File: src/rtl/alu_arbiter.sv
// ---------------------------------------------------------------------------
// alu_arbiter
//   Arbitrates two requesters onto one shared, externally implemented ALU.
//   One operation is in flight at a time: IDLE (accept) -> EXEC (ALU settles
//   on the registered operands) -> RESP (result held for the owner).
//
// Package package_project_typedefs supplies AluControl, the 4-bit ALU opcode.
//
// Parameters
//   RR_EN        1 = round-robin between the requesters, 0 = port 0 always wins
// Ports
//   clk          clock, rising edge
//   rst_n        asynchronous active-low reset
//   reqN_valid   requester N has an operation          (in)
//   reqN_ready   operation of requester N accepted     (out)
//   reqN_op      opcode of requester N                 (in, AluControl)
//   reqN_a/b     32-bit signed operands of requester N (in)
//   rspN_valid   result available for requester N      (out)
//   rspN_ready   requester N takes the result          (in)
//   rspN_result  shared result register                (out, 32)
//   alu_op_o     opcode to the shared ALU              (out, AluControl)
//   alu_a_o/b_o  operands to the shared ALU            (out, 32)
//   alu_result_i combinational result from the ALU     (in, 32)
//   busy_o       high whenever the FSM is not idle     (out)
// ---------------------------------------------------------------------------
package package_project_typedefs;
  typedef enum logic [3:0] {
    ALU_ADD = 4'h0,
    ALU_SUB = 4'h1,
    ALU_AND = 4'h2,
    ALU_OR  = 4'h3,
    ALU_XOR = 4'h4,
    ALU_SLT = 4'h5,
    ALU_SLL = 4'h6,
    ALU_SRL = 4'h7
  } AluControl;
endpackage

module alu_arbiter
  import package_project_typedefs::*;
#(
  parameter bit RR_EN = 1'b1
) (
  input  logic        clk,
  input  logic        rst_n,
  input  logic        req0_valid,
  input  logic        req1_valid,
  output logic        req0_ready,
  output logic        req1_ready,
  input  AluControl   req0_op,
  input  AluControl   req1_op,
  input  logic [31:0] req0_a,
  input  logic [31:0] req1_a,
  input  logic [31:0] req0_b,
  input  logic [31:0] req1_b,
  output logic        rsp0_valid,
  output logic        rsp1_valid,
  input  logic        rsp0_ready,
  input  logic        rsp1_ready,
  output logic [31:0] rsp0_result,
  output logic [31:0] rsp1_result,
  output AluControl   alu_op_o,
  output logic [31:0] alu_a_o,
  output logic [31:0] alu_b_o,
  input  logic [31:0] alu_result_i,
  output logic        busy_o
);

  typedef enum logic [1:0] {
    IDLE = 2'd0,
    EXEC = 2'd1,
    RESP = 2'd2
  } state_t;

  state_t      state_q, state_d;
  logic        last_grant_q, last_grant_d;
  logic        owner_q, owner_d;
  AluControl   op_q, op_d;
  logic [31:0] a_q, a_d;
  logic [31:0] b_q, b_d;
  logic [31:0] result_q, result_d;

  logic grant;
  logic accept;
  logic owner_ready;

  // Grant selection. With a single valid the grant follows it; under
  // contention round-robin picks the port that did not win last time.
  // Ready is gated by rst_n so nothing looks accepted while reset is held.
  always_comb begin
    grant = 1'b0;
    if (req0_valid && req1_valid) begin
      grant = RR_EN ? ~last_grant_q : 1'b0;
    end else begin
      grant = req1_valid;
    end
    accept     = (state_q == IDLE) && (req0_valid || req1_valid);
    req0_ready = accept && !grant && rst_n;
    req1_ready = accept &&  grant && rst_n;
  end

  // Only the owning requester's rsp_ready can retire the response.
  always_comb begin
    owner_ready = owner_q ? rsp1_ready : rsp0_ready;
  end

  // Next-state and datapath register updates.
  always_comb begin
    state_d      = state_q;
    last_grant_d = last_grant_q;
    owner_d      = owner_q;
    op_d         = op_q;
    a_d          = a_q;
    b_d          = b_q;
    result_d     = result_q;
    case (state_q)
      IDLE: begin
        if (accept) begin
          state_d      = EXEC;
          last_grant_d = grant;
          owner_d      = grant;
          op_d         = grant ? req1_op : req0_op;
          a_d          = grant ? req1_a  : req0_a;
          b_d          = grant ? req1_b  : req0_b;
        end
      end
      EXEC: begin
        result_d = alu_result_i;
        state_d  = RESP;
      end
      RESP: begin
        if (owner_ready) begin
          state_d = IDLE;
        end
      end
      default: begin
        state_d = IDLE;
      end
    endcase
  end

  // State and datapath registers; last_grant resets to 1 so port 0 wins
  // the first contention under round-robin.
  always_ff @(posedge clk or negedge rst_n) begin
    if (!rst_n) begin
      state_q      <= IDLE;
      last_grant_q <= 1'b1;
      owner_q      <= 1'b0;
      op_q         <= ALU_ADD;
      a_q          <= 32'd0;
      b_q          <= 32'd0;
      result_q     <= 32'd0;
    end else begin
      state_q      <= state_d;
      last_grant_q <= last_grant_d;
      owner_q      <= owner_d;
      op_q         <= op_d;
      a_q          <= a_d;
      b_q          <= b_d;
      result_q     <= result_d;
    end
  end

  // Outputs come straight from registers, so the ALU inputs stay stable
  // from one accept to the next.
  always_comb begin
    rsp0_valid  = (state_q == RESP) && !owner_q;
    rsp1_valid  = (state_q == RESP) &&  owner_q;
    rsp0_result = result_q;
    rsp1_result = result_q;
    alu_op_o    = op_q;
    alu_a_o     = a_q;
    alu_b_o     = b_q;
    busy_o      = (state_q != IDLE);
  end

endmodule

File: config.mk
export PLATFORM = sky130hd
export DESIGN_NAME = alu_arbiter
export DESIGN_NICKNAME = d
export VERILOG_FILES = /design/src/rtl/alu_arbiter.sv
export SDC_FILE = /design/constraint.sdc
export NUM_CORES = 1
export LEC_CHECK = 0
export BUFFER_PORTS_ARGS = -buffer_cell sky130_fd_sc_hd__buf_2
export CORE_MARGIN = 2
export CORE_UTILIZATION = 40
export CTS_BUF_LIST = sky130_fd_sc_hd__clkbuf_8
export DETAILED_ROUTE_END_ITERATION = 12
export PLACE_DENSITY = 0.81
export REMOVE_ABC_BUFFERS = 1
export SLEW_MARGIN = 20
export SYNTH_ARGS = -nofsm -noshare
export SYNTH_HDL_FRONTEND = slang
export SYNTH_SLANG_ARGS = --single-unit
File: constraint.sdc
create_clock -name clk -period 3.02 [get_ports clk]
set_clock_uncertainty 0.15 [all_clocks]
set_input_delay 0.604 -clock clk [delete_from_list [all_inputs] [get_ports clk]]
set_output_delay 0.604 -clock clk [all_outputs]
set_load 0.01 [all_outputs]
==> flow_summary.yaml <==
setup_path:
  crit_path_max_incr_delay_ns: 0.52
  r2r_start: "state_q[0]"
  crit_chain: "dlygate4sd3_1 -> buf_4 -> inv_1 -> nor3_1 -> buf_2"
  setup.worst_path.start: "rst_n"
  worstPathRequired_ns: 2.27
  cp_slowest_cell: "dlygate4sd3_1"
  worst-path-max-fanout: 14
  critPathKind: "in -> out"
  reg2reg_slack_ns: 1.04
  start_kind: "input pin"
  critPathArrivalTime_ns: 1.84
  end_kind: "primary output"
  r2r-end: "alu_a_o[9]"
  reg2regPathDepth: 4
layout:
  final_cells: 802
  num_antenna_cells: 0
  layout_common_cells: "buf_2, mux2_4, dfrtp_1"
  fill_cells: 1151
  drive_above_1_share: 0.810
  multi_input_area_um2: 2490
  seqCellArea_um2: 2600
  final_common_cell: "buf_2"
  layout.nets: 791
  fin_util: 0.527
  area_delta_synth_final_pct: 30.1
run:
  maxCapViolCount: 0
clocking:
  root_buffer: "clkbuf_8"
  clock_path_buffers: 2
  path_clk_slew_ns: 0.09
  htreeDepth: 3
  clk-insertion-delay-late_ns: 0.36
  cts_sinks: 104
  cts_tree: "done"
  cts_buffers: 9
detailed_routing:
  antenna_left: 0
  first_pass_iters: 4
  num_vias: 3719
  drt-initial-drc-count: 104
  drt-total-wl_um: 12600
  viasPerCell: 4.64
  drc: 0
  wl_per_cell_um: 15.7
worst_hold_path:
  min_path_type: "in -> reg"
  hold_path_end: "last_grant_q"
  worstHoldStart: "req0_valid"
  hold_depth: 2
floorplanning:
  ios: 311
  start_util: 0.405
  core_area_um2: 13700
  fp-row-count: 43
  die_w_um: 122
  dieArea_um2: 14800
  die_y_um: 122
logic_synthesis:
  postSynthCellCount: 341
  avgSynthCellArea_um2: 16.3
  synth_xor_xnor_area_share: 0
  synth_cell_type_count: 21
  ys_warn_count: 0
  synth_top_family_by_area: "multiplexers"
  synth_fa_ha_area_frac: 0
  synth.area.mux_share: 0.433
  synth_compound_area_frac: 0.00721
  synth_area_um2: 5560
  ys_ff_latch: 104
  yosysSeqAreaShare: 0.469
  synth-simple-area-share: 0.00630
power_and_ir_drop:
  power.leakage_nw: 3.90
  ir_drop_mv: 0.466
  power.density_nw_per_um2: 1020
  total_power_mw: 7.36
timing:
  max_freq_mhz: 385
  whs_ns: 0.302
  setup_viol: 0
  grt_setup_unrepaired: "no"
  drv_slew: 0
  slew_headroom: 0.610
  finalCriticalPeriod_ns: 2.60
  period_share: 0.860
  hold_viol: 0
  tightest_slew_ns: 0.584
  tns_ns: 0
grt:
  grt_pass1_wl_um: 18700
  grt_usage: 0.164
  grt_pass1_vias: 3829
  overflow: 0
  grt_max_degree: 94
  grt_busiest_layer: "met2"
  antenna_found_initial: 0
  use_met2: 0.289
  met3_usage: 0.0323
  use_met1: 0.191
placement:
  gp_congestion: 0.739
  place_hpwl_um: 9740
  place_inst: 785
  io_buffers: 310
status:
  outcome: "completed"
-- synthesized netlist by cell type --
cell	n	area (um^2)
o22ai_1	1	6.26
and3_1	1	6.26
nor3_1	1	5.00
o21a_1	1	7.51
a21bo_1	1	10.0
buf_2	5	25.0
dfstp_2	1	26.3
nor2_1	3	11.3
o21ai_0	1	5.00
buf_8	1	15.0
buf_4	38	285
nand2b_1	2	12.5
buf_6	1	11.3
inv_1	3	11.3
buf_12	6	120
mux2_2	35	394
clkbuf_1	1	3.75
dfrtp_1	103	2580
a31oi_1	1	6.26
a21oi_1	1	5.00
mux2_4	134	2010
-- sequential cells by signal (all words and copies together) (netlist names) --
signal	count
last_grant_q	1
alu_op_o	4
rsp0_result	32
state_q	2
owner_q	1
alu_b_o	32
alu_a_o	32
-- cell families after synthesis --
logic type | after synthesis
flops | 104
compound gates | 6
mux | 169
simple gates | 7
buf+inv | 55
-- metal layers --
layer	vias up	wire length, um
met5	-	0
met4	0	255
met3	17	858
met2	193	6460
met1	1792	5030
li1	1717	-
-- stage by stage --
step           cell area (um^2)  setup slack [ns]
2_1_floorplan              5100             -1.25
3_3_place_gp               6980             0.768
3_5_place_dp               6980             0.736
4_1_cts                    7230             0.366
5_1_grt                    7230             0.372
6_report                   7230             0.423
-- repair_timing --
item,4_1_cts,5_1_grt
hold buffers,1,0
resized for setup,0,0
endpoints found under the setup margin,0,0
endpoints found under the hold margin,11,0
buffers inserted,0,0
-- cell type report --
type / instances / share of cell area
repair buffers: 317 / 0.230
clock inverters: 6 / 0.0132
multi-input cells: 182 / 0.345
flip-flops and latches: 104 / 0.360
inverters: 3 / 0.00156
well taps: 180 / 0.0312
clock buffers: 10 / 0.0190
-- critical path: cells and delay by family --
kind / cells / cell delay, ns
AND/OR/NAND/NOR: 1 / 0.22
buffers and inverters: 4 / 1.00
-- worst max path at each step --
| stage | slack, ns | cells after the start | end |
|---|---|---|---|
| 4_1_cts | 0.37 | 5 | req1_ready |
| 5_1_grt | 0.37 | 5 | req1_ready |
| 3_3_place_gp | 0.77 | 5 | req0_ready |
| 6_report | 0.42 | 5 | req1_ready |
| 2_1_floorplan | -1.25 | 2 | req0_ready |
| 3_5_place_dp | 0.74 | 5 | req0_ready |
-- power breakdown --
group | internal, mW | total [mW] | switching (mW)
clock | 0.502 | 0.994 | 0.492
combinational | 2.15 | 3.77 | 1.61
sequential | 2.13 | 2.61 | 0.480
total | 4.78 | 7.36 | 2.59
Power figures use the tool's default switching activity.
